## src/rtl/ibex_trace_pkg.sv

```systemverilog
// Shared types for the RVFI trace packer: stored record layout, serialiser
// word states and header bit positions.
package ibex_trace_pkg;

   localparam int unsigned HdrDropBit  = 31;
   localparam int unsigned HdrTrapBit  = 30;
   localparam int unsigned HdrIntrBit  = 29;
   localparam int unsigned HdrModeLsb  = 27;
   localparam int unsigned HdrRdLsb    = 22;
   localparam int unsigned HdrOrderLsb = 0;
   localparam int unsigned OrderW      = 16;

   typedef struct packed {
      logic        drop;
      logic        trap;
      logic        intr;
      logic [1:0]  mode;
      logic [4:0]  rd_addr;
      logic [5:0]  rsvd;
      logic [15:0] order;
      logic [31:0] pc;
      logic [31:0] insn;
      logic [31:0] wdata;
   } trace_rec_t;

   typedef enum logic [2:0] {
      TW_IDLE,
      TW_HDR,
      TW_PC,
      TW_INSN,
      TW_WDATA
   } trace_word_e;

   function automatic logic [31:0] hdr_word(input trace_rec_t rec);
      logic [31:0] w;
      w                        = '0;
      w[HdrDropBit]            = rec.drop;
      w[HdrTrapBit]            = rec.trap;
      w[HdrIntrBit]            = rec.intr;
      w[HdrModeLsb +: 2]       = rec.mode;
      w[HdrRdLsb +: 5]         = rec.rd_addr;
      w[HdrOrderLsb +: OrderW] = rec.order;
      return w;
   endfunction

endpackage

```

## src/rtl/ibex_trace_rec_fifo.sv

```systemverilog
// Depth-entry record FIFO; head is the registered entry at rd_ptr, a push is
// visible at the head one cycle later. Caller must not push when full or pop when empty.
module ibex_trace_rec_fifo
   import ibex_trace_pkg::*;
#(
   parameter int unsigned Depth = 8
) (
   input  logic                         clk_i,
   input  logic                         rst_i,
   input  logic                         push_i,
   input  trace_rec_t                   push_rec_i,
   input  logic                         pop_i,
   output logic                         full_o,
   output logic                         empty_o,
   output trace_rec_t                   head_o,
   output logic [$clog2(Depth+1)-1:0]   count_o
);

   localparam int unsigned PtrW = $clog2(Depth);
   localparam int unsigned CntW = $clog2(Depth + 1);

   trace_rec_t      mem_q [Depth];
   logic [PtrW-1:0] wr_ptr_q, wr_ptr_d;
   logic [PtrW-1:0] rd_ptr_q, rd_ptr_d;
   logic [CntW-1:0] count_q, count_d;

   // Depth is a power of two, so pointers wrap naturally.
   always_comb begin
      wr_ptr_d = wr_ptr_q;
      rd_ptr_d = rd_ptr_q;
      count_d  = count_q;
      if (push_i) wr_ptr_d = wr_ptr_q + 1'b1;
      if (pop_i)  rd_ptr_d = rd_ptr_q + 1'b1;
      case ({push_i, pop_i})
         2'b10:   count_d = count_q + 1'b1;
         2'b01:   count_d = count_q - 1'b1;
         default: count_d = count_q;
      endcase
   end

   always_ff @(posedge clk_i or posedge rst_i) begin
      if (rst_i) begin
         wr_ptr_q <= '0;
         rd_ptr_q <= '0;
         count_q  <= '0;
      end else begin
         wr_ptr_q <= wr_ptr_d;
         rd_ptr_q <= rd_ptr_d;
         count_q  <= count_d;
      end
   end

   always_ff @(posedge clk_i) begin
      if (push_i) mem_q[wr_ptr_q] <= push_rec_i;
   end

   assign full_o  = (count_q == CntW'(Depth));
   assign empty_o = (count_q == '0);
   assign head_o  = mem_q[rd_ptr_q];
   assign count_o = count_q;

endmodule

```

## src/rtl/ibex_rvfi_trace_packer.sv

```systemverilog
// Captures one record per RVFI retirement and serialises it as HDR/PC/INSN/WDATA words;
// HDR valid two edges after capture, output held under backpressure, full-FIFO retirements dropped.
module ibex_rvfi_trace_packer
   import ibex_trace_pkg::*;
#(
   parameter int unsigned Depth        = 8,
   parameter int unsigned DropCntWidth = 16
) (
   input  logic                    clk_i,
   input  logic                    rst_i,
   input  logic                    trace_en_i,
   input  logic                    rvfi_valid,
   input  logic [63:0]             rvfi_order,
   input  logic [31:0]             rvfi_insn,
   input  logic                    rvfi_trap,
   input  logic                    rvfi_intr,
   input  logic [1:0]              rvfi_mode,
   input  logic [4:0]              rvfi_rd_addr,
   input  logic [31:0]             rvfi_rd_wdata,
   input  logic [31:0]             rvfi_pc_rdata,
   output logic                    trace_valid_o,
   input  logic                    trace_ready_i,
   output logic [31:0]             trace_data_o,
   output logic                    trace_last_o,
   output logic [DropCntWidth-1:0] drop_cnt_o,
   output logic                    fifo_full_o
);

   localparam int unsigned CntW = $clog2(Depth + 1);

   trace_rec_t              push_rec, head_rec;
   logic [CntW-1:0]         count;
   logic                    full, empty;
   logic                    capture, push, drop, fire, pop;
   trace_word_e             state_q, state_d;
   logic                    valid_q, last_q;
   logic                    drop_pend_q, drop_pend_d;
   logic [DropCntWidth-1:0] drop_cnt_q, drop_cnt_d;
   logic [31:0]             trace_data;
   logic                    unused_order;

   assign unused_order = ^rvfi_order[63:16];

   assign capture = rvfi_valid && trace_en_i;
   assign push    = capture && !full;
   assign drop    = capture && full;
   assign fire    = valid_q && trace_ready_i;
   assign pop     = fire && (state_q == TW_WDATA);

   always_comb begin
      push_rec         = '0;
      push_rec.drop    = drop_pend_q;
      push_rec.trap    = rvfi_trap;
      push_rec.intr    = rvfi_intr;
      push_rec.mode    = rvfi_mode;
      push_rec.rd_addr = rvfi_rd_addr;
      push_rec.order   = rvfi_order[15:0];
      push_rec.pc      = rvfi_pc_rdata;
      push_rec.insn    = rvfi_insn;
      push_rec.wdata   = rvfi_rd_wdata;
   end

   ibex_trace_rec_fifo #(
      .Depth (Depth)
   ) u_fifo (
      .clk_i      (clk_i),
      .rst_i      (rst_i),
      .push_i     (push),
      .push_rec_i (push_rec),
      .pop_i      (pop),
      .full_o     (full),
      .empty_o    (empty),
      .head_o     (head_rec),
      .count_o    (count)
   );

   // A push landing on the last pop keeps the serialiser busy without a bubble.
   always_comb begin
      state_d = state_q;
      case (state_q)
         TW_IDLE:  if (!empty) state_d = TW_HDR;
         TW_HDR:   if (fire)   state_d = TW_PC;
         TW_PC:    if (fire)   state_d = TW_INSN;
         TW_INSN:  if (fire)   state_d = TW_WDATA;
         TW_WDATA: if (fire)   state_d = ((count > CntW'(1)) || push) ? TW_HDR : TW_IDLE;
         default:              state_d = TW_IDLE;
      endcase
   end

   always_comb begin
      drop_pend_d = drop_pend_q;
      drop_cnt_d  = drop_cnt_q;
      if (drop) begin
         drop_pend_d = 1'b1;
         if (!(&drop_cnt_q)) drop_cnt_d = drop_cnt_q + 1'b1;
      end else if (push) begin
         drop_pend_d = 1'b0;
      end
   end

   always_ff @(posedge clk_i or posedge rst_i) begin
      if (rst_i) begin
         state_q     <= TW_IDLE;
         valid_q     <= 1'b0;
         last_q      <= 1'b0;
         drop_pend_q <= 1'b0;
         drop_cnt_q  <= '0;
      end else begin
         state_q     <= state_d;
         valid_q     <= (state_d != TW_IDLE);
         last_q      <= (state_d == TW_WDATA);
         drop_pend_q <= drop_pend_d;
         drop_cnt_q  <= drop_cnt_d;
      end
   end

   always_comb begin
      trace_data = '0;
      case (state_q)
         TW_HDR:   trace_data = hdr_word(head_rec);
         TW_PC:    trace_data = head_rec.pc;
         TW_INSN:  trace_data = head_rec.insn;
         TW_WDATA: trace_data = head_rec.wdata;
         default:  trace_data = '0;
      endcase
   end

   assign trace_valid_o = valid_q;
   assign trace_last_o  = last_q;
   assign trace_data_o  = trace_data;
   assign drop_cnt_o    = drop_cnt_q;
   assign fifo_full_o   = full;

endmodule
```

## config.mk

```make
export PLATFORM = sky130hd
export DESIGN_NAME = ibex_rvfi_trace_packer
export DESIGN_NICKNAME = d
export VERILOG_FILES = /design/src/rtl/ibex_trace_pkg.sv /design/src/rtl/ibex_trace_rec_fifo.sv /design/src/rtl/ibex_rvfi_trace_packer.sv
export SDC_FILE = /design/constraint.sdc
export NUM_CORES = 1
export LEC_CHECK = 0
export ABC_AREA = 1
export ABC_CLOCK_PERIOD_IN_PS = 8600
export CELL_PAD_IN_SITES_DETAIL_PLACEMENT = 1
export CELL_PAD_IN_SITES_GLOBAL_PLACEMENT = 2
export CORE_ASPECT_RATIO = 0.75
export CORE_MARGIN = 5
export CORE_UTILIZATION = 30
export CTS_CLUSTER_SIZE = 25
export DETAILED_ROUTE_END_ITERATION = 7
export PLACE_DENSITY_LB_ADDON = 0.1
export SKIP_CTS_REPAIR_TIMING = 1
export SLEW_MARGIN = 15
export SYNTH_ARGS = -nofsm -noshare
export SYNTH_HDL_FRONTEND = slang
export SYNTH_SLANG_ARGS = --single-unit
```

## constraint.sdc

```tcl
create_clock -name clk_i -period 8.6 [get_ports clk_i]
set_input_delay 2.15 -clock clk_i [delete_from_list [all_inputs] [get_ports clk_i]]
set_output_delay 2.15 -clock clk_i [all_outputs]
set_load 0.005 [all_outputs]
```

==> results.sh, run 1 <==
export IMPL_tightest_slew_ns=0.980
export IMPL_fillers=15700
export IMPL_placed_area_um2=46800
export IMPL_final_util=0.352
export IMPL_r2r_cells=9
export IMPL_grt_pass1_wl_um=199000
export IMPL_hold_viol_final=0
export IMPL_crit_fanout=141
export IMPL_period_share=0.760
export IMPL_pwr_share_comb=0.324
export IMPL_setup_viol=0
export IMPL_synth_area_leaders="edfxtp_1 68%, nand2_1 11%, nand3_1 7.4%, inv_1 5.2%, dfrtp_1 1.9%"
export IMPL_avgRoutedWirePerCell_um=22.0
export IMPL_insertion_delay_ns=0.71
export IMPL_max_slew_margin_rel=0.347
export IMPL_drtIter0Drc=1669
export IMPL_grt_overflow_total=0
export IMPL_coreArea_um2=143000
export IMPL_critPathLaunch="u_fifo.rd_ptr_q[0]"
export IMPL_fp_dieW_um=448
export IMPL_drive_gt1_frac=0.0524
export IMPL_dieArea_um2=152000
export IMPL_critPathArrivalTime_ns=4.39
export IMPL_num_nets_final=4382
export IMPL_max_cap_violations=0
export IMPL_clockRootBuffer="clkbuf_16"
export IMPL_pwr_share_clk=0.294
export IMPL_seq_power_share=0.382
export IMPL_start_kind="flip-flop"
export IMPL_hold_depth=2
export IMPL_hp_class="reg -> reg"
export IMPL_final_cell_area_um2=50300
export IMPL_rsz0062_at_grt="no"
export IMPL_portBuffers=176
export IMPL_dp_hpwl_um=74100
export IMPL_p_per_area_nw_per_um2=312
export IMPL_crit_type="reg -> out"
export IMPL_min_to="u_fifo.count_o[3]"
export IMPL_io_pins=225
export IMPL_clk_pin_slew_ns=0.06
export IMPL_crit_top_cell="nand2_1"
export IMPL_r2r_end="u_fifo.mem_q[7][60]"
export IMPL_synth_top_area_cell="edfxtp_1"
export IMPL_regArea_um2=30100
export IMPL_rows=120
export IMPL_peakVddDrop_mv=0.199
export IMPL_ys_seq_area_frac=0.697
export IMPL_htreeDepth=3
export IMPL_synthCells=4057
export IMPL_ys_seq_elements=1008
export IMPL_power_net_switching_uw=5750
export IMPL_antenna_found_initial=27
export IMPL_wl_um=137000
export IMPL_fin_crit_ns=6.54
export IMPL_p_leak_uw=0.0201
export IMPL_setup_tns_ns=0
export IMPL_grt_usage=0.179
export IMPL_clockBufferDepth=3
export IMPL_cp_required_ns=6.45
export IMPL_reg2reg_slack_ns=5.24
export IMPL_final_common_cell="nand2_1"
export IMPL_final_max_slew_violation_count=0
export IMPL_fmax_ghz=0.153
export IMPL_path_cells="inv_8 > buf_4 > buf_4 > nand2_1 > nand2_1 > nand2_1 > nand3_1 > nand3_1 > nand2_1 > clkinv_1 > nand2_1 > clkdlybuf4s50_1"
export IMPL_hold_start="u_fifo.count_o[3]"
export IMPL_finalNonFillerCells=6196
export IMPL_gp_congestion=0.696
export IMPL_grt_max_degree=164
export IMPL_die_h_um=339
export IMPL_end_kind="primary output"
export IMPL_cpLargestDelayFamily="buffers and inverters"
export IMPL_synth_cell_types=29
export IMPL_syn_area_um2=43200
export IMPL_post_place_cells=5977
export IMPL_start_util=0.302
export IMPL_rr_startpoint="u_fifo.count_o[0]"
export IMPL_viasPerCell=4.53
export IMPL_syn_num_nets=4239
export IMPL_slowest_stage="inv_8"
export IMPL_final_cell_mix="1,300 x nand2_1, 976 x edfxtp_1, 638 x nand3_1, 601 x inv_1, 176 x clkdlybuf4s50_1"
export IMPL_p_sw_frac=0.367
export IMPL_antenna_left=0
export IMPL_route_detailed_drc=0
export IMPL_multi_input_area_um2=9590
export IMPL_area_delta_synth_final_pct=16.3
export IMPL_firstDrtPassIters=4
export IMPL_yosysWarnings=0
export IMPL_skew_ns=0.0190
export IMPL_status="complete, no violations"
export IMPL_avgSynthCellArea_um2=10.6
export IMPL_grt_pass1_vias=28400
export IMPL_numCtsBuffers=112
export IMPL_p_int_uw=9910
export IMPL_vias=28100
export IMPL_cts_tree="built"
export IMPL_yosys_area_top_type_share=0.678
export IMPL_critPathMaxStageDelay_ns=0.72
export IMPL_clkSinkCount=1008
export IMPL_critPathBufInv=5
per-layer routing:
| metal | track usage | vias up | share of wire | wire [um] |
|---|---|---|---|---|
| li1 | - | 13600 | - | - |
| met1 | 0.262 | 14000 | 0.50 | 67800 |
| met2 | 0.281 | 359 | 0.45 | 61200 |
| met3 | 0.0264 | 175 | 0.033 | 4550 |
| met4 | 0.0396 | 6 | 0.021 | 2930 |
| met5 | 0 | - | 0.00033 | 45 |
cell usage after synthesis:
cell      count
o21ai_0      77
buf_2        83
buf_12        1
buf_8         1
nor3_2        1
xnor2_1       7
ha_1          8
buf_6        48
inv_1       602
clkinv_1      2
nor3_1        3
dfrtp_1      32
buf_1        12
buf_4        11
inv_2         3
nor2_1      171
o22ai_1       2
xor2_1       10
nand3_1     638
o21ai_1       7
clkbuf_1     48
or2_2         1
a21oi_1       2
o211ai_1      6
nand2_1    1300
nor2_2        1
nand3b_1      1
nand4_1       3
edfxtp_1    976
sequential cells by signal, indices dropped and copies added (netlist names):
name and flops:
u_fifo.mem_q 976, drop_cnt_o 16, u_fifo.count_o 4, state_q 3, u_fifo.rd_ptr_q 3, u_fifo.wr_ptr_q 3, drop_pend_q 1, trace_last_o 1
trace_valid_o 1
per-stage QoR:
step | setup WS (ns) | total power (uW) | hold slack, ns
detailed placement | 2.73 | 11300 | 0.523
finish | 2.06 | 15700 | 0.531
floorplan | 0.245 | 9190 | 0.492
CTS | 1.92 | 16000 | 0.540
global placement | 2.72 | 11300 | 0.519
global route | 1.75 | 16700 | 0.563
worst max path at each step:
stage          cells past startpoint                  to  slack, ns
2_1_floorplan                      5  u_fifo.mem_q[0][0]       0.24
3_3_place_gp                      11     trace_data_o[2]       2.72
3_5_place_dp                      11     trace_data_o[2]       2.73
4_1_cts                           11     trace_data_o[2]       1.92
5_1_grt                           12     trace_data_o[1]       1.75
6_report                          12     trace_data_o[1]       2.06
worst register-to-register path, cell delays in order (launching register included):
cell and delay [ns]:
dfrtp_1 0.43, inv_1 0.11, ha_1 0.24, nand3_1 0.14
nand2_1 0.12, inv_1 0.18, nand2_1 0.27, nor2_4 0.19
buf_12 0.56, buf_4 0.73
layout make-up:
type / count / share of cell area
flip-flops and latches: 1008 / 0.599
multi-input cells: 2238 / 0.191
clock buffers: 149 / 0.0606
repair buffers: 233 / 0.0476
well taps: 1891 / 0.0471
inverters: 607 / 0.0457
clock inverters: 61 / 0.00824
diodes: 9 / 0.000448
cell families (layout without fill, tap and decap cells):
kind of cell | count (synthesis) | count (layout) | share of synthesized area
buffers and inverters | 811 | 1050 | 0.0828
DFF | 1008 | 1008 | 0.697
other | 0 | 9 | 0
AOI/OAI and AO/OA | 94 | 94 | 0.0113
and+or+nand+nor | 2119 | 2119 | 0.203
xor gates and xnor gates | 17 | 17 | 0.00345
adders and majority gates | 8 | 8 | 0.00232
power groups by stage:
stage	clock, uW	sequential [uW]	combinational [uW]
after floorplan	0	6010	3170
after global placement	0	6080	5260
after detailed placement	0	6080	5250
after CTS	4770	5980	5280
after global routing	4970	6010	5690
final	4600	5980	5080
Power figures use the tool's default switching activity.
==> run 2: changes to the inputs <==
--- a/config.mk
+++ b/config.mk
@@ -6,7 +6,7 @@
 export NUM_CORES = 1
 export LEC_CHECK = 0
 export ABC_AREA = 1
-export ABC_CLOCK_PERIOD_IN_PS = 8600
+export ABC_CLOCK_PERIOD_IN_PS = 5600
 export CELL_PAD_IN_SITES_DETAIL_PLACEMENT = 1
 export CELL_PAD_IN_SITES_GLOBAL_PLACEMENT = 2
 export CORE_ASPECT_RATIO = 0.75
==> constraint.sdc (replaced) <==
create_clock -name clk_i -period 5.6 [get_ports clk_i]
set_input_delay 1.4 -clock clk_i [delete_from_list [all_inputs] [get_ports clk_i]]
set_output_delay 1.4 -clock clk_i [all_outputs]
set_load 0.005 [all_outputs]
==> run 2 against run 1 <==
Compared with the run above:
- combinational power rose by 61%
- sequential power is 52% higher
- total power up 57%
- largest power group unchanged
- first-iteration DRC count is 2.5% higher
- largest cell class unchanged
- sequential cell count did not move
- hold slack gained 0.0037 ns
- clock skew grew 0.0038 ns
- routed wire length grew 1.4%
==> results.sh, run 2 (synthesis gave the netlist of run 1 again) <==
export IMPL_htreeDepth=3
export IMPL_setup_viol=0
export IMPL_io_pins=225
export IMPL_vias=28100
export IMPL_routed_top_layer="met5"
export IMPL_top_register="u_fifo.mem_q"
export IMPL_insertion_delay_ns=0.73
export IMPL_largest_register_ffs=976
export IMPL_clockBufferDepth=3
export IMPL_skew_ns=0.0228
export IMPL_reg2reg_slack_ns=2.63
export IMPL_grt_overflow_total=0
export IMPL_grt_pass1_vias=28600
export IMPL_max_cap_violations=0
export IMPL_fmax_ghz=0.193
export IMPL_wl_met2_um=62900
export IMPL_final_max_slew_violation_count=0
export IMPL_clkSinkCount=1008
export IMPL_crit_type="reg -> out"
export IMPL_viasPerCell=4.51
export IMPL_die_h_um=339
export IMPL_firstDrtPassIters=5
export IMPL_drive_gt1_frac=0.0585
export IMPL_area_delta_synth_final_pct=17.5
export IMPL_numCtsBuffers=113
export IMPL_crit_fanout=104
export IMPL_power_uw=24600
export IMPL_gp_congestion=0.712
export IMPL_rows=120
export IMPL_coreArea_um2=143000
export IMPL_start_util=0.302
export IMPL_fillers=15700
export IMPL_final_common_cell="nand2_1"
export IMPL_peakVddDrop_mv=0.348
export IMPL_max_slew_margin_rel=0.379
export IMPL_dp_hpwl_um=77100
export IMPL_route_detailed_drc=0
export IMPL_num_nets_final=4412
export IMPL_wl_um=138000
export IMPL_tightest_slew_ns=0.932
export IMPL_cp_required_ns=4.20
export IMPL_grt_usage=0.181
export IMPL_end_kind="primary output"
export IMPL_hold_worst_slack_ns=0.535
export IMPL_p_leak_uw=0.0204
export IMPL_start_kind="flip-flop"
export IMPL_antenna_found_initial=16
export IMPL_period_share=0.923
export IMPL_cts_tree="built"
export IMPL_hold_viol_final=0
export IMPL_clockRootBuffer="clkbuf_16"
export IMPL_fp_dieW_um=448
export IMPL_portBuffers=176
export IMPL_p_per_area_nw_per_um2=484
export IMPL_antenna_left=0
export IMPL_grt_max_degree=122
export IMPL_hp_class="reg -> reg"
export IMPL_rsz0062_at_grt="no"
export IMPL_setup_tns_ns=0
export IMPL_avgRoutedWirePerCell_um=22.3
export IMPL_fin_crit_ns=5.17
export IMPL_clk_pin_slew_ns=0.06
export IMPL_final_cell_mix="1,300 x nand2_1, 976 x edfxtp_1, 638 x nand3_1, 601 x inv_1, 176 x clkdlybuf4s50_1"
export IMPL_met1Wirelength_um=68900
export IMPL_status="complete, no violations"
export IMPL_wl_met3_um=4390
export IMPL_placed_area_um2=47200
export IMPL_drtIter0Drc=1710
export IMPL_dieArea_um2=152000
export IMPL_critPathArrivalTime_ns=3.77
export IMPL_grt_pass1_wl_um=202000
export IMPL_final_cell_area_um2=50800
## run 2: changes by cell type in the layout (fill, tap and decap cells not counted), moves of 4 or more
cell,previous run,this run
bufinv_16,5,9
buf_12,16,30
clkinv_2,20,16
buf_4,41,56
## run 2: final timing paths
check	from	endpoint	cells after the start
hold / removal	u_fifo.count_o[3]	u_fifo.count_o[3]	2
hold reg to reg	u_fifo.count_o[3]	u_fifo.count_o[3]	2
max in group asynchronous	rst_i	u_fifo.rd_ptr_q[2]	3
min in group asynchronous	rst_i	trace_last_o	3
setup / recovery	u_fifo.rd_ptr_q[0]	trace_data_o[6]	10
setup reg to reg	u_fifo.count_o[0]	u_fifo.mem_q[3][58]	8
## run 2: layer usage
metal	vias up	GRT usage
li1	13600	-
met1	14000	0.266
met2	304	0.287
met3	154	0.0267
met4	4	0.0331
met5	-	0
## run 2: power breakdown
group	leakage, uW	switching (uW)	total (uW)	internal, uW
sequential	0.00923	232	9100	8870
combinational	0.00941	5680	8190	2510
clock	0.00175	3070	7270	4200
total	0.0204	8980	24600	15600
## run 2: area by class of cell
type	instances	area [um2]	share of cell area
Antenna cell	7	17.5	0.000345
Clock buffer	150	3040	0.0599
Clock inverter	60	542	0.0107
Inverter	607	2310	0.0454
Multi-Input combinational cell	2238	9590	0.189
Sequential cell	1008	30100	0.593
Tap cell	1891	2370	0.0466
Timing Repair Buffer	262	2780	0.0548
## run 2: through the flow
| step | instances | setup slack, ns | utilization |
|---|---|---|---|
| after floorplan | 4057 | -2.01 | - |
| after global placement | 6006 | 0.919 | 0.330 |
| after detailed placement | 6006 | 0.968 | 0.330 |
| after CTS | 6216 | 0.132 | 0.355 |
| after global routing | 6217 | 0.125 | 0.355 |
| final | 6223 | 0.432 | 0.355 |
## run 2: critical path: stages (launching register included)
cell,delay [ns]
dfrtp_4,0.68
buf_12,0.45
nand2_1,0.11
nand2_1,0.11
nand2_1,0.05
nand3_1,0.12
nand3_1,0.44
nand2_1,0.18
inv_1,0.12
nand2_1,0.10
clkdlybuf4s50_1,0.50
==> run 3: changes to the inputs <==
--- a/config.mk
+++ b/config.mk
@@ -12,7 +12,7 @@
 export CORE_ASPECT_RATIO = 0.75
 export CORE_MARGIN = 5
 export CORE_UTILIZATION = 30
-export CTS_CLUSTER_SIZE = 25
+export CTS_CLUSTER_SIZE = 14
 export DETAILED_ROUTE_END_ITERATION = 7
 export PLACE_DENSITY_LB_ADDON = 0.1
 export SKIP_CTS_REPAIR_TIMING = 1
==> results of run 3 <==
No change in the layout: final DEF, timing and power equal those of run 2.
